### src/rtl/text_pkg.sv
// Shared text-mode definitions: FSM states, control codes and the default
// screen geometry that the character display also uses.
// Build option: TEXT_SCROLL_EN adds the scroll-copy states.
package text_pkg;

  localparam int          COLS_DEF  = 32;
  localparam int          ROWS_DEF  = 30;
  localparam logic [7:0]  BLANK_DEF = 8'h20;

  localparam logic [7:0]  CODE_CR   = 8'h0D;
  localparam logic [7:0]  CODE_LF   = 8'h0A;
  localparam logic [7:0]  CODE_FF   = 8'h0C;

  typedef enum logic [2:0] {
    ST_CLEAR,
    ST_IDLE,
    ST_WRITE,
`ifdef TEXT_SCROLL_EN
    ST_SCROLL_RD,
    ST_SCROLL_WR,
`endif
    ST_SCROLL_FILL
  } state_t;

endpackage

### src/rtl/text_ram_arb.sv
// Text RAM port mux: the display fetch always wins, the console controller
// only gets the port on cycles the display leaves free.
module text_ram_arb #(
  parameter int ADDR_W = 10
) (
  input  logic              disp_req,
  input  logic [ADDR_W-1:0] disp_addr,
  input  logic [ADDR_W-1:0] ctrl_addr,
  input  logic              ctrl_we,
  input  logic [7:0]        ctrl_wdata,
  output logic              grant,
  output logic [ADDR_W-1:0] ram_addr,
  output logic              ram_we,
  output logic [7:0]        ram_wdata
);

  // display has absolute priority; controller write is masked on its cycles
  always_comb begin
    grant     = !disp_req;
    ram_addr  = disp_req ? disp_addr : ctrl_addr;
    ram_we    = ctrl_we && !disp_req;
    ram_wdata = ctrl_wdata;
  end

endmodule

### src/rtl/text_console_ctrl.sv
// Text console controller: byte stream in, cursor tracking, glyph writes,
// CR/LF/form-feed handling, clear and bottom-row overflow handling.
// Build option: TEXT_SCROLL_EN -- overflow scrolls the screen up one row;
// without it the cursor wraps to the top row, which is blanked first.
module text_console_ctrl import text_pkg::*; #(
  parameter int          COLS   = COLS_DEF,
  parameter int          ROWS   = ROWS_DEF,
  parameter int          ADDR_W = 10,
  parameter logic [7:0]  BLANK  = BLANK_DEF
) (
  input  logic                     clk,
  input  logic                     reset,
  input  logic                     in_valid,
  input  logic [7:0]               in_data,
  output logic                     in_ready,
  input  logic                     disp_req,
  input  logic [ADDR_W-1:0]        disp_addr,
  output logic [ADDR_W-1:0]        ram_addr,
  output logic                     ram_we,
  output logic [7:0]               ram_wdata,
  input  logic [7:0]               ram_rdata,
  output logic                     busy,
  output logic [$clog2(COLS)-1:0]  cur_col,
  output logic [$clog2(ROWS)-1:0]  cur_row
);

  localparam int CW = $clog2(COLS);
  localparam int RW = $clog2(ROWS);

  localparam logic [ADDR_W-1:0] LAST_A = ADDR_W'(COLS*ROWS-1);
  localparam logic [ADDR_W-1:0] COLS_A = ADDR_W'(COLS);
  localparam logic [CW-1:0]     COL_MAX = CW'(COLS-1);
  localparam logic [RW-1:0]     ROW_MAX = RW'(ROWS-1);
`ifdef TEXT_SCROLL_EN
  localparam logic [ADDR_W-1:0] FILL_START = ADDR_W'((ROWS-1)*COLS);
  localparam logic [ADDR_W-1:0] FILL_END   = LAST_A;
`else
  localparam logic [ADDR_W-1:0] FILL_START = '0;
  localparam logic [ADDR_W-1:0] FILL_END   = ADDR_W'(COLS-1);
`endif

  state_t              state, state_n;
  logic [ADDR_W-1:0]   ptr, ptr_n;
  logic [CW-1:0]       col, col_n;
  logic [RW-1:0]       row, row_n;
  logic [7:0]          byte_q, byte_n;
  logic [ADDR_W-1:0]   cur_addr;
  logic                grant, nl;
  logic [ADDR_W-1:0]   ctrl_addr;
  logic                ctrl_we;
  logic [7:0]          ctrl_wdata;

  // cursor linear address; power-of-two width collapses to a concat
  if (COLS == (1 << CW)) begin : g_addr_cat
    assign cur_addr = ADDR_W'({row, col});
  end else begin : g_addr_mul
    assign cur_addr = ADDR_W'(row) * ADDR_W'(COLS) + ADDR_W'(col);
  end

`ifdef TEXT_SCROLL_EN
  logic       rd_issue;
  logic       rd_vld;
  logic [7:0] rd_buf;
  logic [7:0] rd_data;

  // read data is live only the cycle after a granted read; hold it in case
  // the display steals the write cycle that should consume it
  assign rd_data = rd_vld ? ram_rdata : rd_buf;

  // track granted scroll reads and capture their returned byte
  always_ff @(posedge clk) begin
    if (reset) begin
      rd_vld <= 1'b0;
      rd_buf <= '0;
    end else begin
      rd_vld <= rd_issue;
      if (rd_vld) rd_buf <= ram_rdata;
    end
  end
`else
  logic unused_rdata;
  assign unused_rdata = ^ram_rdata;
`endif

  text_ram_arb #(.ADDR_W(ADDR_W)) u_arb (
    .disp_req   (disp_req),
    .disp_addr  (disp_addr),
    .ctrl_addr  (ctrl_addr),
    .ctrl_we    (ctrl_we),
    .ctrl_wdata (ctrl_wdata),
    .grant      (grant),
    .ram_addr   (ram_addr),
    .ram_we     (ram_we),
    .ram_wdata  (ram_wdata)
  );

  // state, pointer and cursor registers
  always_ff @(posedge clk) begin
    if (reset) begin
      state  <= ST_CLEAR;
      ptr    <= '0;
      col    <= '0;
      row    <= '0;
      byte_q <= '0;
    end else begin
      state  <= state_n;
      ptr    <= ptr_n;
      col    <= col_n;
      row    <= row_n;
      byte_q <= byte_n;
    end
  end

  // next state, RAM requests and cursor moves; nothing advances without grant
  always_comb begin
    state_n    = state;
    ptr_n      = ptr;
    col_n      = col;
    row_n      = row;
    byte_n     = byte_q;
    ctrl_we    = 1'b0;
    ctrl_addr  = cur_addr;
    ctrl_wdata = BLANK;
    in_ready   = 1'b0;
    nl         = 1'b0;
`ifdef TEXT_SCROLL_EN
    rd_issue   = 1'b0;
`endif
    if (!reset && grant) begin
      case (state)
        ST_CLEAR: begin
          ctrl_we   = 1'b1;
          ctrl_addr = ptr;
          if (ptr == LAST_A) begin
            state_n = ST_IDLE;
            ptr_n   = '0;
            col_n   = '0;
            row_n   = '0;
          end else begin
            ptr_n = ptr + 1'b1;
          end
        end
        ST_IDLE: begin
          in_ready = 1'b1;
          if (in_valid) begin
            case (in_data)
              CODE_CR: col_n = '0;
              CODE_LF: nl = 1'b1;
              CODE_FF: begin
                state_n = ST_CLEAR;
                ptr_n   = '0;
              end
              default: begin
                byte_n  = in_data;
                state_n = ST_WRITE;
              end
            endcase
          end
        end
        ST_WRITE: begin
          ctrl_we    = 1'b1;
          ctrl_wdata = byte_q;
          state_n    = ST_IDLE;
          if (col == COL_MAX) begin
            col_n = '0;
            nl    = 1'b1;
          end else begin
            col_n = col + 1'b1;
          end
        end
`ifdef TEXT_SCROLL_EN
        ST_SCROLL_RD: begin
          ctrl_addr = ptr;
          rd_issue  = 1'b1;
          state_n   = ST_SCROLL_WR;
        end
        ST_SCROLL_WR: begin
          ctrl_we    = 1'b1;
          ctrl_addr  = ptr - COLS_A;
          ctrl_wdata = rd_data;
          if (ptr == LAST_A) begin
            state_n = ST_SCROLL_FILL;
            ptr_n   = FILL_START;
          end else begin
            state_n = ST_SCROLL_RD;
            ptr_n   = ptr + 1'b1;
          end
        end
`endif
        ST_SCROLL_FILL: begin
          ctrl_we   = 1'b1;
          ctrl_addr = ptr;
          if (ptr == FILL_END) begin
            state_n = ST_IDLE;
            ptr_n   = '0;
          end else begin
            ptr_n = ptr + 1'b1;
          end
        end
        default: state_n = ST_CLEAR;
      endcase

      // newline: step down a row, or handle bottom-row overflow
      if (nl) begin
        if (row != ROW_MAX) begin
          row_n = row + 1'b1;
        end else begin
          col_n = '0;
`ifdef TEXT_SCROLL_EN
          state_n = ST_SCROLL_RD;
          ptr_n   = COLS_A;
`else
          row_n   = '0;
          state_n = ST_SCROLL_FILL;
          ptr_n   = FILL_START;
`endif
        end
      end
    end
  end

  assign busy    = !(state inside {ST_IDLE, ST_WRITE});
  assign cur_col = col;
  assign cur_row = row;

endmodule

### config.mk
export PLATFORM = sky130hd
export DESIGN_NAME = text_console_ctrl
export DESIGN_NICKNAME = d
export VERILOG_FILES = /design/src/rtl/text_pkg.sv /design/src/rtl/text_ram_arb.sv /design/src/rtl/text_console_ctrl.sv
export SDC_FILE = /design/constraint.sdc
export NUM_CORES = 1
export LEC_CHECK = 0
export BUFFER_PORTS_ARGS = -buffer_cell sky130_fd_sc_hd__buf_2
export CAP_MARGIN = 0
export CELL_PAD_IN_SITES_DETAIL_PLACEMENT = 1
export CELL_PAD_IN_SITES_GLOBAL_PLACEMENT = 1
export CORE_AREA = 5 5 77 79
export CTS_BUF_LIST = sky130_fd_sc_hd__clkbuf_4 sky130_fd_sc_hd__clkbuf_8
export CTS_CLUSTER_SIZE = 20
export DETAILED_ROUTE_END_ITERATION = 10
export DIE_AREA = 0 0 82 84
export PLACE_DENSITY_LB_ADDON = 0.25
export SYNTH_ARGS = -nofsm -noshare
export SYNTH_HDL_FRONTEND = slang
export SYNTH_SLANG_ARGS = --single-unit
### constraint.sdc
create_clock -name clk -period 4.3 [get_ports clk]
set_input_delay 0 -clock clk [delete_from_list [all_inputs] [get_ports clk]]
set_output_delay 0 -clock clk [all_outputs]
set_load 0.02 [all_outputs]
**Word-level counts from Yosys, hierarchy flattened**

Index checks and enable logic that the tools add are counted.

- Add/sub/neg operators: 3
- Equal/unequal tests: 10
- Mux-type cells: 39
- Bitwise operators: 1
- Reductions and logical operators: 15

Operators by type and width:

| kind | count |
|---|---|
| 10-bit 2-to-1 mux | 9 |
| 5-bit 2-to-1 mux | 10 |
| 10-bit one-hot mux with 3 select lines | 1 |
| 8-bit by 4-bit == test with 1-bit output, second input constant | 3 |
| 8-bit 2-to-1 mux | 2 |
| 3-bit 2-to-1 mux | 5 |
| 5-bit one-hot mux with 3 select lines | 1 |
| 3-bit one-hot mux with 4 select lines | 1 |
| 10-bit by 1-bit adder with 10-bit output, second input constant | 1 |
| 5-bit by 1-bit adder with 5-bit output, second input constant | 2 |
| 10-bit == test, second input constant | 1 |
| 10-bit by 5-bit == test with 1-bit output, second input constant | 1 |
| 1-bit 2-to-1 mux | 8 |
| 3-bit by 2-bit == test with 1-bit output, second input constant | 2 |
| 3-bit one-hot mux with 2 select lines | 1 |
| 2-bit nonzero test | 3 |
| 3-bit OR reduction | 2 |
| 5-bit == test, second input constant | 1 |
| 5-bit != test, second input constant | 1 |
| 4-bit AND reduction | 1 |
| 2-bit OR reduction | 2 |
| 3-bit by 1-bit == test with 1-bit output, second input constant | 1 |
| 1-bit logical NOT | 3 |
| 3-bit logical NOT | 1 |
| 4 further kinds | 5 |

- Flip-flop bits (word level): 31
- Input port bits: 30
- Output and inout bits: 31

**Longest topological paths before layout**

Gate-level depths: netlist of run 1.

- Depth after elaboration: 7
- Depth in mapped cells: 8

**Modules after synthesis**

A second synthesis of run 1 with hierarchy kept.

- Cell total of the unflattened synthesis: 250
- Area total of the unflattened synthesis: 2235.9 µm²

By module, submodules not included:

| module | times used | cells an instance | area each (µm²) |
|---|---|---|---|
| text_console_ctrl | 1 | 229 | 2009.4 |
| text_ram_arb | 1 | 21 | 226.5 |

**Least setup slack after synthesis of run 1**

No wires, ideal clock.

- Kind: reg-to-reg
- Start point: register ptr[0]
- End point: register row[4], in the netlist cur_row[4]
- Arrival: 2.163 ns
- Path slack: 2.067 ns
- Stages on the path, launching flop included: 8
- Period minus slack after synthesis: 2.233 ns
- Cell sequence: dfxtp_1 ha_1 nand4_2 or4_4 and3_4 buf_6 or4_1 a21oi_1

- Longest elaborated chain between the ends: 3

RTL lines:

| element | RTL line | text |
|---|---|---|
| start, declared | text_console_ctrl.sv:43 | `logic [ADDR_W-1:0] ptr, ptr_n;` |
| start signal, assigned | text_console_ctrl.sv:107 | `ptr <= ptr_n;` |
| 10-bit == test | text_console_ctrl.sv:134 | `if (ptr == LAST_A) begin` |
| 2-bit nonzero test (no source line) | -- |  |
| 3-bit AND reduction (no source line) | -- |  |
| end signal, assigned | text_console_ctrl.sv:109 | `row <= row_n;` |
| end, declared | text_console_ctrl.sv:45 | `logic [RW-1:0] row, row_n;` |

No other way between the ends.
A chain may end at the register's enable or synchronous reset.

**Final worst setup path of run 1**

- Start point: register state[0]
- End point: register ptr[7]

- Longest elaborated chain between the ends: 4
- Elaborated cells on any way between the ends: 9
- Classes of those cells: eq/ne: 3; mux: 5; reduce/logical: 1

RTL lines:

| element | RTL line | text |
|---|---|---|
| start, declared | text_console_ctrl.sv:42 | `state_t state, state_n;` |
| start signal, assigned | text_console_ctrl.sv:106 | `state <= state_n;` |
| 3-bit by 2-bit == test with 1-bit output, or another cell as far along | text_console_ctrl.sv:130 | `case (state)` |
| 10-bit one-hot mux with 3 select lines / 1-bit one-hot mux with 2 select lines (equally long branches) | text_console_ctrl.sv:130 |  |
| 10-bit 2-to-1 mux / 1-bit 2-to-1 mux (equally long branches) | text_console_ctrl.sv:205, text_console_ctrl.sv:129 |  |
| 10-bit 2-to-1 mux (*) | text_console_ctrl.sv:204 | `if (nl) begin` |

Every way passes the cells marked *; elsewhere a longest branch is shown, timed or not. The select of a mux whose other input is x is not followed.

==> flow_summary_export.csv, run 1 <==
group,metric,value,unit
sta,min_period_over_period,57.8,%
worst_setup_path,slowest_stage,"dfxtp_1",
placement,dp_slack,1.82,ns
logic_synthesis,synthCells,259,
placement,dp.cells,373,
flow_run,drv_cap,0,
logic_synthesis,synth_top_area_share,30.4,%
route,drtPass1Iterations,4,
layout,final_layout_size_suffix_gt1_share,22.7,%
layout,antenna_cells,0,
cts,path_clk_slew,0.07,ns
logic_synthesis,synthTopCellsByCount,"nand2_1, dfxtp_1, a21oi_1",
worst_setup_path,cpPeakStageDelay,0.56,ns
sta,slew_headroom,48.6,%
route,first_iter_violations,107,
worst_setup_path,critical_path_class,"register to register",
global_routing,gr-total-overflow,0,
logic_synthesis,async_reset_ff_share,0,%
route,vias,2165,
logic_synthesis,synth_edf_count,0,
logic_synthesis,synth_ff_type,"dfxtp_1",
sta,fin_crit,2.48,ns
cts,root_buffer,"clkbuf_8",
placement,dp_hpwl,4.67,mm
route,routedWlPerCell,16.6,um
placement,io_buffer_count,52,
layout,design_area,2520,sq um
global_routing,grt_max_degree,19,
floorplan,die_y,84,um
logic_synthesis,syn-num-nets,294,
route,wl,6.46,mm
worst_setup_path,cp_top_family,"simple AND/OR/NAND/NOR gates",
pwr,leakage,0.00115,uW
sta,fin_skew,0.0117,ns
logic_synthesis,synth_area_leader_cell,"dfxtp_1",
layout,syn2layout_area_growth,23.6,%
pwr,vdd_drop_max,0.126,mV
cts,clock-sinks,31,
sta,rsz0062_at_grt,"false",
worst_setup_path,worstPathArrival,2.66,ns
route,ant_nets,0,
status,outcome,"completed",
worst_setup_path,cp_max_fo,12,
logic_synthesis,yosys_warnings,0,
worst_setup_path,startpoint_type,"register",
sta,worst_slack,1.82,ns
route,drc,0,
layout,fin_cells,389,
cts,cts_buffers,5,
floorplan,core,5270,sq um
cts,cts_tree,"built",
cts,clk_latency,0.29,ns
logic_synthesis,ys_seq_elements,31,
layout,num-fill-cells,681,
sta,worst_pin_slew,0.769,ns
floorplan,fp.dieW,82,um
logic_synthesis,netlist_area,2040,sq um
logic_synthesis,syn_area_per_cell,7.88,sq um
cts,cts.path.max_buffers,2,
worst_setup_path,crit_path_end_kind,"register",
sta,setup_tns,0,ns
global_routing,grt_pass1_wl,11.2,mm
floorplan,ios,61,
placement,place.gp.congestion,0.793,
route,vias_per_cell,5.57,
sta,finalSetupViolations,0,
global_routing,antenna_found_initial,0,
logic_synthesis,ys_types,58,
pwr,p_per_area,271,nW/um^2
global_routing,grt_pass1_vias,2282,
global_routing,grtUsageTotal,20.4,%
layout,fin_nets,351,
sta,slew_violations,0,
cts,cts_htree_levels,2,
sta,hold_viol,0,
logic_synthesis,yosysMostFrequentCell,"nand2_1",
floorplan,fp-row-count,27,
placement,postPlaceCellArea,2350,sq um
worst_setup_path,worstPathCellList,"nor4bb_1 -> nand4_1 -> a31oi_2 -> nand2_1 -> a32o_1",
logic_synthesis,synth-seq-area-share,30.4,%
worst_setup_path,required,4.48,ns
floorplan,die_area,6890,sq um
sta,whs,0.139,ns
sta,fmax,0.403,GHz
logic_synthesis,yosys-top-cells-area,"dfxtp_1, nand2_1, mux2_1, a21oi_1, a22oi_1",
min_path,min_path_type,"input port to register",
worst_setup_path,critPathBufInv,0,
floorplan,initial_core_util,38.7,%
-- final cells by class --
class	count	area, sq um	area share, %
repair buffers	62	355	14.1
flip-flops and latches	31	621	24.6
well taps	72	90.1	3.57
inverters	9	33.8	1.34
clock buffers	7	83.8	3.32
multi-input cells	207	1340	52.9
clock inverters	1	5.00	0.198
-- per-layer routing --
metal / up-vias / GRT usage, % / routed length, um
met5: - / 0 / 0
met4: 0 / 6.50 / 105
met3: 9 / 4.54 / 312
met2: 40 / 32.3 / 3060
met1: 1045 / 27.2 / 2980
li1: 1071 / - / -
-- placed cells by master (no fill, tap or decap), types with 3 or more instances in the layout --
cell | synthesis | final
a32o_1 | 4 | 4
nor3b_1 | 5 | 5
a22oi_1 | 10 | 10
a21oi_1 | 16 | 16
dfxtp_1 | 31 | 31
o21ai_1 | 3 | 3
buf_2 | 0 | 52
clkbuf_8 | 0 | 5
nand3_1 | 7 | 7
o21ai_0 | 10 | 10
nand2_1 | 35 | 35
or4_1 | 4 | 4
o31ai_1 | 4 | 4
nor3_1 | 6 | 6
or3_1 | 4 | 4
ha_1 | 5 | 5
mux2_1 | 8 | 8
o21bai_1 | 3 | 3
inv_1 | 9 | 9
nor2b_1 | 12 | 12
nand4_1 | 3 | 3
and3_1 | 10 | 10
nor2_1 | 15 | 15
dlygate4sd3_1 | 0 | 8
-- report_power, final --
group          total [uW]  internal, uW  switching, uW
Clock                 239           126            113
Combinational         132          53.1           79.3
Sequential            311           296           15.3
Total                 683           475            208
-- worst paths after layout --
kind	slack [ns]	endpoint	cells past startpoint	startpoint
worst max-delay path	1.82	ptr[7]	5	state[0]
worst min-delay path	0.14	cur_row[0]	2	reset
worst max register to register	1.82	ptr[7]	5	state[0]
worst min register to register	0.52	cur_row[4]	2	cur_row[4]
-- worst register-to-register path: cells and delay by family, from the launching register on --
| family | cells | cell delay (ns) |
|---|---|---|
| flops | 1 | 0.56 |
| simple gates | 3 | 1.00 |
| compound gates | 2 | 0.80 |
-- through the flow --
step,total power [uW],util (%)
2_1_floorplan,397,-
3_3_place_gp,442,44.7
3_5_place_dp,443,44.7
4_1_cts,690,47.9
5_1_grt,719,47.9
6_report,683,47.9
-- cells by family after synthesis --
group	after synthesis	share of synthesized area [%]
flip-flops	31	30.4
AND/OR/NAND/NOR	120	32.1
XOR/XNOR	3	1.29
AO/OA/AOI/OAI	70	24.0
adder cells (fa/ha/maj)	5	3.06
buffers and inverters	21	4.23
multiplexers	9	4.96
-- sequential cells by signal, summed over array words and instances (netlist names) --
name / count
byte_q: 8
cur_col: 5
cur_row: 5
ptr: 10
state: 3
-- what timing repair did --
item	CTS	global route
gates resized for setup	0	0
hold endpoints to repair	8	0
hold buffers	8	0
buffers inserted	0	0
(Power assumes the default switching activity.)
==> run 2: changes to the inputs <==
ABC_AREA = 1   (was unset)
CORE_AREA = 5 5 86 88   (was 5 5 77 79)
DIE_AREA = 0 0 91 93   (was 0 0 82 84)
clock period = 2.3 ns   (was 4.3 ns; I/O delays follow)
==> flow_summary_export.csv, run 2 <==
group,metric,value,unit
logic_synthesis,synth-seq-area-share,26.6,%
worst_setup_path,startpoint_type,"register",
route,wl,7.58,mm
placement,dp_hpwl,5.72,mm
worst_setup_path,crit_start,"state[0]",
logic_synthesis,yosys_warnings,0,
cts,cts.path.max_buffers,2,
worst_setup_path,cp_max_fo,15,
floorplan,fp.dieW,91,um
placement,dp_slack,0.457,ns
route,vias_per_cell,5.03,
logic_synthesis,synth_area_leader_cell,"dfxtp_1",
layout,fin_nets,473,
sta,fin_skew,0.00583,ns
pwr,vdd_drop_max,0.244,mV
route,first_iter_violations,76,
logic_synthesis,ys_seq_elements,31,
sta,finalSetupViolations,0,
layout,reg.largest.list,"ptr (10), byte_q (8)",
layout,antenna_cells,0,
global_routing,grtUsageTotal,18.4,%
cts,cts_resized,0,
floorplan,fp-row-count,30,
worst_setup_path,worstPathArrival,1.94,ns
logic_synthesis,syn_area_per_cell,6.14,sq um
layout,top_register,"ptr",
layout,design_area,2830,sq um
sta,fmax,0.515,GHz
sta,fin_crit,1.94,ns
logic_synthesis,netlist_area,2330,sq um
cts,path_clk_slew,0.07,ns
worst_setup_path,critical_path_class,"register to output port",
floorplan,ios,61,
global_routing,grt_pass1_wl,12.8,mm
worst_setup_path,required,2.30,ns
route,ant_nets,0,
route,routedWlPerCell,14.6,um
placement,place.gp.congestion,0.830,
route,drtPass1Iterations,4,
status,outcome,"completed",
min_path,min_path_type,"input port to register",
sta,worst_slack,0.360,ns
route,drc,0,
logic_synthesis,ys_types,30,
layout,final_cell_mix,"nand2_1, buf_2, inv_1, nand3_1, nor2_1",
layout,final_layout_size_suffix_gt1_share,23.5,%
logic_synthesis,synth_top_area_share,26.6,%
layout,largest_register_ffs,10,
cts,hold_buffers,7,
cts,clk_latency,0.28,ns
worst_setup_path,r2r_start,"cur_col[1]",
cts,cts_htree_levels,2,
min_path,hp-start,"in_data[1]",
pwr,p_per_area,456,nW/um^2
logic_synthesis,synthCells,380,
floorplan,core,6570,sq um
logic_synthesis,yosys-top-cells-area,"dfxtp_1, nand2_1, nand3_1, inv_1, nor2_1",
cts,cts_buffers,5,
logic_synthesis,synth_edf_count,0,
pwr,power,1290,uW
worst_setup_path,crit_path_end_kind,"output port",
sta,slew_violations,0,
global_routing,grt_pass1_vias,2615,
sta,worst_pin_slew,0.435,ns
floorplan,initial_core_util,35.5,%
logic_synthesis,yosysMostFrequentCell,"nand2_1",
cts,cts_tree,"built",
sta,whs,0.0314,ns
sta,min_period_over_period,84.4,%
flow_run,drv_cap,0,
floorplan,die_area,8460,sq um
global_routing,antenna_found_initial,0,
logic_synthesis,synthTopCellsByCount,"nand2_1, inv_1, nand3_1, nor2_1, dfxtp_1",
logic_synthesis,async_reset_ff_share,0,%
sta,setup_tns,0,ns
global_routing,gr-total-overflow,0,
logic_synthesis,synth_ff_type,"dfxtp_1",
layout,syn2layout_area_growth,21.2,%
layout,final_common_cell,"nand2_1",
logic_synthesis,syn-num-nets,415,
floorplan,die_y,93,um
placement,postPlaceCellArea,2660,sq um
pwr,leakage,0.00130,uW
global_routing,grt_max_degree,23,
cts,clock-sinks,31,
cts,post-cts-setup-buffers,0,
placement,io_buffer_count,52,
sta,hold_viol,0,
sta,slew_headroom,71.0,%
sta,rsz0062_at_grt,"false",
cts,root_buffer,"clkbuf_8",
route,vias,2613,
## run 2: cell types whose count changed after synthesis, moves of 7 or more
cell and change:
a22oi_1 -10, nor2b_1 -12, mux2_1 -8, o21ai_2 +7
nand3_1 +33, o211ai_1 +10, nor2_1 +25, inv_1 +31
nand2_1 +81, and3_1 -10
## run 2: stage by stage
stage / instances / utilization [%]
after floorplan: 380 / -
after global placement: 504 / 40.4
after detailed placement: 504 / 40.4
after CTS: 519 / 43.1
after global routing: 519 / 43.1
final: 519 / 43.1
## run 2: path summary, 6_finish.rpt
check	end	slack, ns	cells past startpoint
min	byte_q[1]	0.03	3
max reg2reg	ptr[9]	0.43	11
min reg2reg	byte_q[1]	0.48	2
max	ram_addr[9]	0.36	8
## run 2: metal layers
layer	wire, um	vias to the layer above	global-route usage (%)	share of wire [%]
li1	-	1343	-	-
met1	3480	1215	22.5	46
met2	3710	46	32.6	49
met3	274	9	3.78	3.6
met4	119	0	4.65	1.6
met5	0	-	0	0
## run 2: cells by family (layout without fill, tap and decap cells)
logic type,after synthesis,in the layout,synth area share [%]
adder cells (fa/ha/maj),5,5,2.68
XOR/XNOR,2,2,0.750
AO/OA/AOI/OAI,57,57,15.6
buffers and inverters,60,119,10.8
AND/OR/NAND/NOR,225,225,43.6
flip-flops,31,31,26.6
## run 2: report_power, final
part / internal, uW / switching, uW / total [uW]
clock: 285 / 209 / 494
combinational: 79.2 / 165 / 244
sequential: 545 / 8.22 / 553
## run 2: final cells by class
cell class / instances / area, sq um
tap: 80 / 100
sequential: 31 / 621
fill: 908 / 3740
timing repair buffer: 63 / 360
clock buffer: 8 / 104
multi-input combinational: 289 / 1460
inverter: 48 / 183
## run 2: critical path, stage by stage, from the launching register on
cell and delay, ns:
dfxtp_1 0.41, inv_1 0.09, nand3_1 0.21, nand2_2 0.10, nand2_1 0.19, buf_4 0.25
nand3_1 0.11, o211ai_1 0.10, buf_2 0.19
